<file path="src/rtl/cc_arb_pkg.sv">
// cc_arb_pkg: op codes and FSM states for the L1 cache port arbiter.
// Shared by cc_port_arbiter and its round-robin picker.
package cc_arb_pkg;

  typedef enum logic [1:0] {
    OP_READ    = 2'b00,
    OP_WRITE   = 2'b01,
    OP_FLUSH   = 2'b10,
    OP_ILLEGAL = 2'b11
  } cc_op_e;

  typedef enum logic [1:0] {
    IDLE,
    ISSUE,
    WAIT,
    RESP
  } cc_arb_state_e;

endpackage

</file>
<file path="src/rtl/cc_rr_arbiter.sv">
// cc_rr_arbiter: combinational round-robin pick starting at ptr.
// Yields a one-hot grant, its index and an any-valid flag.
module cc_rr_arbiter #(
  parameter int N  = 2,
  parameter int IW = $clog2(N)
) (
  input  logic [N-1:0]  req,
  input  logic [IW-1:0] ptr,
  output logic [N-1:0]  gnt,
  output logic [IW-1:0] gnt_idx,
  output logic          any_valid
);

  logic [IW-1:0] idx;

  always_comb begin
    gnt       = '0;
    gnt_idx   = '0;
    any_valid = 1'b0;
    idx       = '0;
    for (int i = 0; i < N; i++) begin
      idx = IW'((int'(ptr) + i) % N);
      if (!any_valid && req[idx]) begin
        any_valid = 1'b1;
        gnt[idx]  = 1'b1;
        gnt_idx   = idx;
      end
    end
  end

endmodule

</file>
<file path="src/rtl/cc_port_arbiter.sv">
// cc_port_arbiter: shares one L1 cache controller between NUM_REQ ports.
// Optional WAIT timeout is enabled by defining CC_ARB_TIMEOUT_EN.
module cc_port_arbiter
  import cc_arb_pkg::*;
#(
  parameter int NUM_REQ = 2,
  parameter int ADDR_W  = 16,
  parameter int DATA_W  = 32
`ifdef CC_ARB_TIMEOUT_EN
  , parameter int TIMEOUT_CYC = 255
`endif
) (
  input  logic                        clk,
  input  logic                        rst,
  input  logic [NUM_REQ-1:0]          req_valid,
  output logic [NUM_REQ-1:0]          req_ready,
  input  logic [2*NUM_REQ-1:0]        req_op,
  input  logic [NUM_REQ*ADDR_W-1:0]   req_addr,
  input  logic [NUM_REQ*DATA_W-1:0]   req_wdata,
  output logic [NUM_REQ-1:0]          rsp_valid,
  output logic                        rsp_err,
  output logic [DATA_W-1:0]           rsp_rdata,
  output logic                        cc_read_c,
  output logic                        cc_write_c,
  output logic                        cc_flush,
  output logic [ADDR_W-1:0]           cc_address,
  output logic [DATA_W-1:0]           cc_data_mp_to_c,
  input  logic [DATA_W-1:0]           cc_data_c_to_mp,
  input  logic                        cc_done,
  output logic [$clog2(NUM_REQ)-1:0]  grant_id,
  output logic                        busy
);

  localparam int IW = $clog2(NUM_REQ);

  cc_arb_state_e state, state_nxt;
  cc_op_e        op_q, win_op;
  logic [IW-1:0]      rr_ptr, grant_q, win_idx;
  logic [NUM_REQ-1:0] win_oh;
  logic               any_valid, accept, tmo, issue;
  logic [ADDR_W-1:0]  addr_q;
  logic [DATA_W-1:0]  wdata_q, rdata_q;
  logic               err_q;

  cc_rr_arbiter #(
    .N  (NUM_REQ),
    .IW (IW)
  ) u_rr (
    .req       (req_valid),
    .ptr       (rr_ptr),
    .gnt       (win_oh),
    .gnt_idx   (win_idx),
    .any_valid (any_valid)
  );

  assign win_op = cc_op_e'(req_op[2*int'(win_idx) +: 2]);
  assign accept = (state == IDLE) && any_valid;

`ifdef CC_ARB_TIMEOUT_EN
  localparam int CW = $clog2(TIMEOUT_CYC + 1);
  logic [CW-1:0] wait_cnt;

  always_ff @(posedge clk) begin
    if (rst || state != WAIT) wait_cnt <= '0;
    else                      wait_cnt <= wait_cnt + 1'b1;
  end

  // a completion on the limit cycle wins over the timeout
  assign tmo = (state == WAIT) && !cc_done &&
               (wait_cnt == CW'(TIMEOUT_CYC - 1));
`else
  assign tmo = 1'b0;
`endif

  always_comb begin
    state_nxt = state;
    unique case (state)
      IDLE:    if (any_valid) state_nxt = ISSUE;
      ISSUE:   state_nxt = (op_q == OP_ILLEGAL) ? RESP : WAIT;
      WAIT:    if (cc_done || tmo) state_nxt = RESP;
      RESP:    state_nxt = IDLE;
      default: state_nxt = IDLE;
    endcase
  end

  always_ff @(posedge clk) begin
    if (rst) state <= IDLE;
    else     state <= state_nxt;
  end

  always_ff @(posedge clk) begin
    if (rst) begin
      rr_ptr  <= '0;
      grant_q <= '0;
      op_q    <= OP_READ;
      addr_q  <= '0;
      wdata_q <= '0;
      rdata_q <= '0;
      err_q   <= 1'b0;
    end else begin
      if (accept) begin
        grant_q <= win_idx;
        op_q    <= win_op;
        addr_q  <= req_addr[ADDR_W*int'(win_idx) +: ADDR_W];
        wdata_q <= (win_op == OP_WRITE) ?
                   req_wdata[DATA_W*int'(win_idx) +: DATA_W] : '0;
      end
      if (state == ISSUE && op_q == OP_ILLEGAL) begin
        rdata_q <= '0;
        err_q   <= 1'b1;
      end
      if (state == WAIT && (cc_done || tmo)) begin
        rdata_q <= (cc_done && op_q == OP_READ) ? cc_data_c_to_mp : '0;
        err_q   <= !cc_done;
      end
      if (state == RESP)
        rr_ptr <= (grant_q == IW'(NUM_REQ - 1)) ? '0 : grant_q + 1'b1;
    end
  end

  assign issue = !rst && (state == ISSUE);

  always_comb begin
    cc_read_c  = 1'b0;
    cc_write_c = 1'b0;
    cc_flush   = 1'b0;
    unique case (1'b1)
      issue && op_q == OP_READ:  cc_read_c  = 1'b1;
      issue && op_q == OP_WRITE: cc_write_c = 1'b1;
      issue && op_q == OP_FLUSH: cc_flush   = 1'b1;
      default: ;
    endcase
  end

  // outputs forced low while reset is held, before registers clear
  assign req_ready       = (!rst && state == IDLE) ? win_oh : '0;
  assign rsp_valid       = (!rst && state == RESP) ?
                           (NUM_REQ'(1) << grant_q) : '0;
  assign rsp_err         = !rst && err_q;
  assign rsp_rdata       = rst ? '0 : rdata_q;
  assign cc_address      = rst ? '0 : addr_q;
  assign cc_data_mp_to_c = rst ? '0 : wdata_q;
  assign grant_id        = rst ? '0 : grant_q;
  assign busy            = !rst && (state != IDLE);

endmodule

</file>
<file path="config.mk">
export PLATFORM = sky130hd
export DESIGN_NAME = cc_port_arbiter
export DESIGN_NICKNAME = d
export VERILOG_FILES = /design/src/rtl/cc_arb_pkg.sv /design/src/rtl/cc_rr_arbiter.sv /design/src/rtl/cc_port_arbiter.sv
export SDC_FILE = /design/constraint.sdc
export NUM_CORES = 1
export LEC_CHECK = 0
export BUFFER_PORTS_ARGS = -buffer_cell sky130_fd_sc_hd__buf_2
export CORE_ASPECT_RATIO = 2
export CORE_MARGIN = 3
export CORE_UTILIZATION = 30
export DETAILED_ROUTE_END_ITERATION = 8
export PLACE_DENSITY_LB_ADDON = 0.05
export SYNTH_ARGS = -nofsm -noshare
export SYNTH_HDL_FRONTEND = slang
export SYNTH_SLANG_ARGS = --single-unit
</file>
<file path="constraint.sdc">
create_clock -name clk -period 1.7 [get_ports clk]
set_clock_uncertainty 0.1 [all_clocks]
set_input_delay 0.085 -clock clk [delete_from_list [all_inputs] [get_ports clk]]
set_output_delay 0.085 -clock clk [all_outputs]
set_load 0.03 [all_outputs]
</file>
==> metrics.md <==
| Metric | Value |
|---|---|
| Status | `finished, final reports clean` |
| Arr. time, crit path | `1840 ps` |
| Switching Share | `0.3473` |
| Area growth syn-to-layout | `57.80%` |
| Largest stage delay, worst path | `about 620 ps` |
| Total power | `7.269 mW` |
| WL per Instance | `between 10 and 15 um` |
| CP Cell Sequence | `a21bo_1, a2bb2oi_2, nor2_4, a22o_1` |
| Maximum vdd drop | `0.0004434 V` |
| Full die area | `between 0.015 and 0.02 mm^2` |
| Psw | `2.525 mW` |
| Critical Path Fanout Max | `32` |
| Cells after Synth | `a little under 500` |
| Clock buffer depth | `2` |
| Syn_area_per_cell | `between 8 and 9 um^2` |
| Worst Setup End Kind | `flip-flop` |
| Clock Sinks | `between 80 and 90` |
| HPWL after DPL | `a little under 10000 um` |
| DRC Markers | `0` |
| Crit Path Class | `reg -> reg` |
| R2R setup slack | `about 28 ps` |
| Hold Vio Cnt, Final | `0` |
| Yosys warnings | `0` |
| Worst setup SP type | `flip-flop` |
| Fin util | `0.4874` |
| Skew-Pair Late Insertion Delay | `between 300 and 400 ps` |
| Final ANT Viol Nets | `0` |
| IO buf count | `between 200 and 250` |
| Combinational group share of total power | `0.405` |
| Initial drt markers | `~120` |
| # rows | `61` |
| RSZ-0062 raised after global routing | `yes` |
| HP Class | `in -> reg` |
| Most frequent cells in the layout | `buf_2, nand2_1, nor2b_1` |
| Root Buffer | `clkbuf_16` |
| Critical Path Source | `rr_ptr` |
| Levels on crit path | `4` |
| First-pass DRT Iterations | `4` |
| Vias | `4552` |
| Gp weighted congestion | `between 0.7 and 0.8` |
| Initial Utilization | `0.3089` |
| Largest net degree at the start of global routing | `89` |
| Final period utilization | `0.9834` |
| Commonest non-fill, non-tap cell in the layout | `buf_2` |
| Required @ worst endpoint | `approximately 1900 ps` |
| R2R Path End | `wdata_q[1]` |
| ANT cells | `0` |
| Core region area | `0.01404 mm^2` |
| H-Tree Depth | `3` |
| Max Clk Rate | `approximately 600 MHz` |
| Clock share of power | `0.256` |
| Vias per inst | `around 4.7` |
| Slew headroom | `0.4874` |
| Dominant synthesized flop cell | `dfxtp_1` |
| Layout cells sized above 1 | `0.3821` |
| CP Buf/Inv Count | `0` |
| GR Util All Layers | `0.1698` |
| Max Slew Vio Count | `0` |
| Final wirelength | `14360 um` |
| Die Y-Extent | `around 180 um` |
| Seq cells post-synth | `87` |
| TritonCTS clock tree | `yes` |
| Flop pwr share | `0.339` |
| Overflow after GRT | `0` |
| Slew @ Worst Pin | `about 770 ps` |
| Finish-stage setup viols | `0` |
| Die W | `approximately 91 um` |
| Synthesized Nets | `around 630` |
| Asr flop ratio synth | `0` |
| CTS clock-pin slew for the worst setup and hold paths | `roughly 70 ps` |
| Pleak | `~3.4 nW` |
| PD cells | `between 1000 and 1500 mW/mm^2` |
| Worst Setup EP | `wdata_q[1]` |
| Slowest-stage cell, CP | `nor2_4` |
| CTS Buf Count | `9` |
| Sequential share of the synthesized area | `0.4015` |
| Number of global-route vias before repair | `4592` |
| Max-Cap Viols | `0` |
| Netlist cell types | `35` |
| FF-to-FF path depth | `4` |
| First-pass GRT wire length | `22080 um` |
| Final min period | `between 1500 and 2000 ps` |
| # IOs | `around 230` |
| Post-Syn Area | `around 0.0043 mm^2` |
| Post-synth EDFFs | `0` |
| Reg-to-Reg Start | `rr_ptr` |
| Largest delay contributor family on the critical path | `simple AND/OR/NAND/NOR gates` |
| Nets | `between 900 and 1000` |
| P_int | `around 4.7 mW` |
| Initial antenna violation count | `1` |
-- worst min path at each step --
stage	start	endpoint	slack, ps	depth (start not counted)
after detailed placement	cc_data_c_to_mp[27]	rdata_q[27]	200	2
after floorplan	cc_done	err_q	80	1
after global routing	req_wdata[45]	wdata_q[13]	60	4
after CTS	req_wdata[52]	wdata_q[20]	30	4
after global placement	cc_data_c_to_mp[4]	rdata_q[4]	200	2
final	req_wdata[52]	wdata_q[20]	40	4
-- worst reg2reg max path, stage by stage, from the launching register on --
cell and delay [ps]:
dfxtp_2 320, a21bo_1 180, a2bb2oi_2 150, nor2_4 620, a22o_1 240
-- power groups by stage --
| stage | clock network [mW] | registers (mW) | logic, mW |
|---|---|---|---|
| after floorplan | 0 | 2.46 | 1.62 |
| after global placement | 0 | 2.49 | 2.27 |
| after detailed placement | 0 | 2.50 | 2.30 |
| after CTS | 1.94 | 2.45 | 2.44 |
| after global routing | 2.01 | 2.49 | 3.21 |
| final | 1.86 | 2.46 | 2.95 |
-- cells in the mapped netlist (all sizes together), types with 3 or more instances --
master,count,area [um^2]
a21oi,3,18.77
nand2,100,377.9
nor2,26,105.1
mux2i,33,330.3
nand2b,3,21.27
clkbuf,12,45.04
a22o,64,560.5
nor2b,86,540.5
buf,31,229.0
dfxtp,87,1742
ha,5,62.56
a311oi,17,161.4
-- layer usage --
layer	vias up	wire length, um	global-route usage
li1	2231	-	-
met1	2117	5440	0.1834
met2	169	7658	0.3094
met3	33	792	0.03753
met4	2	448	0.08060
met5	-	15	0
-- cell families after synthesis --
| logic type | synth area share |
|---|---|
| AO/OA/AOI/OAI | 0.1843 |
| adder cells (fa/ha/maj) | 0.01442 |
| buffers and inverters | 0.06490 |
| flip-flops | 0.4015 |
| multiplexers | 0.07615 |
| AND/OR/NAND/NOR | 0.2587 |
-- area by class of cell --
| class | count | area, um^2 |
|---|---|---|
| clock buffer | 9 | 225.2 |
| clock inverter | 7 | 52.55 |
| fill | 1431 | 7198 |
| inverter | 2 | 7.507 |
| multi-input combinational | 354 | 2444 |
| sequential | 87 | 1745 |
| tap | 189 | 236.5 |
| timing repair buffer | 313 | 2135 |
-- per-stage QoR --
stage	hold slack (ps)	setup WS (ps)	instance area, um^2	instances	TNS (ps)
after floorplan	84.03	159.4	4357	486	0
after global placement	197.1	-9.056	5658	872	-205.6
after detailed placement	198.7	-69.65	5658	872	-1840
after CTS	25.98	-8.161	6605	953	-27.94
after global routing	63.23	-95.80	6845	961	-2471
final	40.78	28.18	6845	961	0
-- timing repair --
action                                 in CTS  in global routing
resized for setup                           7                 24
hold buffers                               65                  0
setup endpoints to repair                  35                 51
endpoints found under the hold margin      49                  0
setup buffers                               0                  3
pin swaps                                  14                 30
cloned                                      0                  5
-- state kept, by name (all words and copies together), names as in the netlist --
| name | cells |
|---|---|
| rr_ptr | 1 |
| rdata_q | 32 |
| wdata_q | 32 |
| err_q | 1 |
| state | 2 |
| addr_q | 16 |
| op_q | 2 |
| grant_q | 1 |
(Power assumes the default switching activity.)
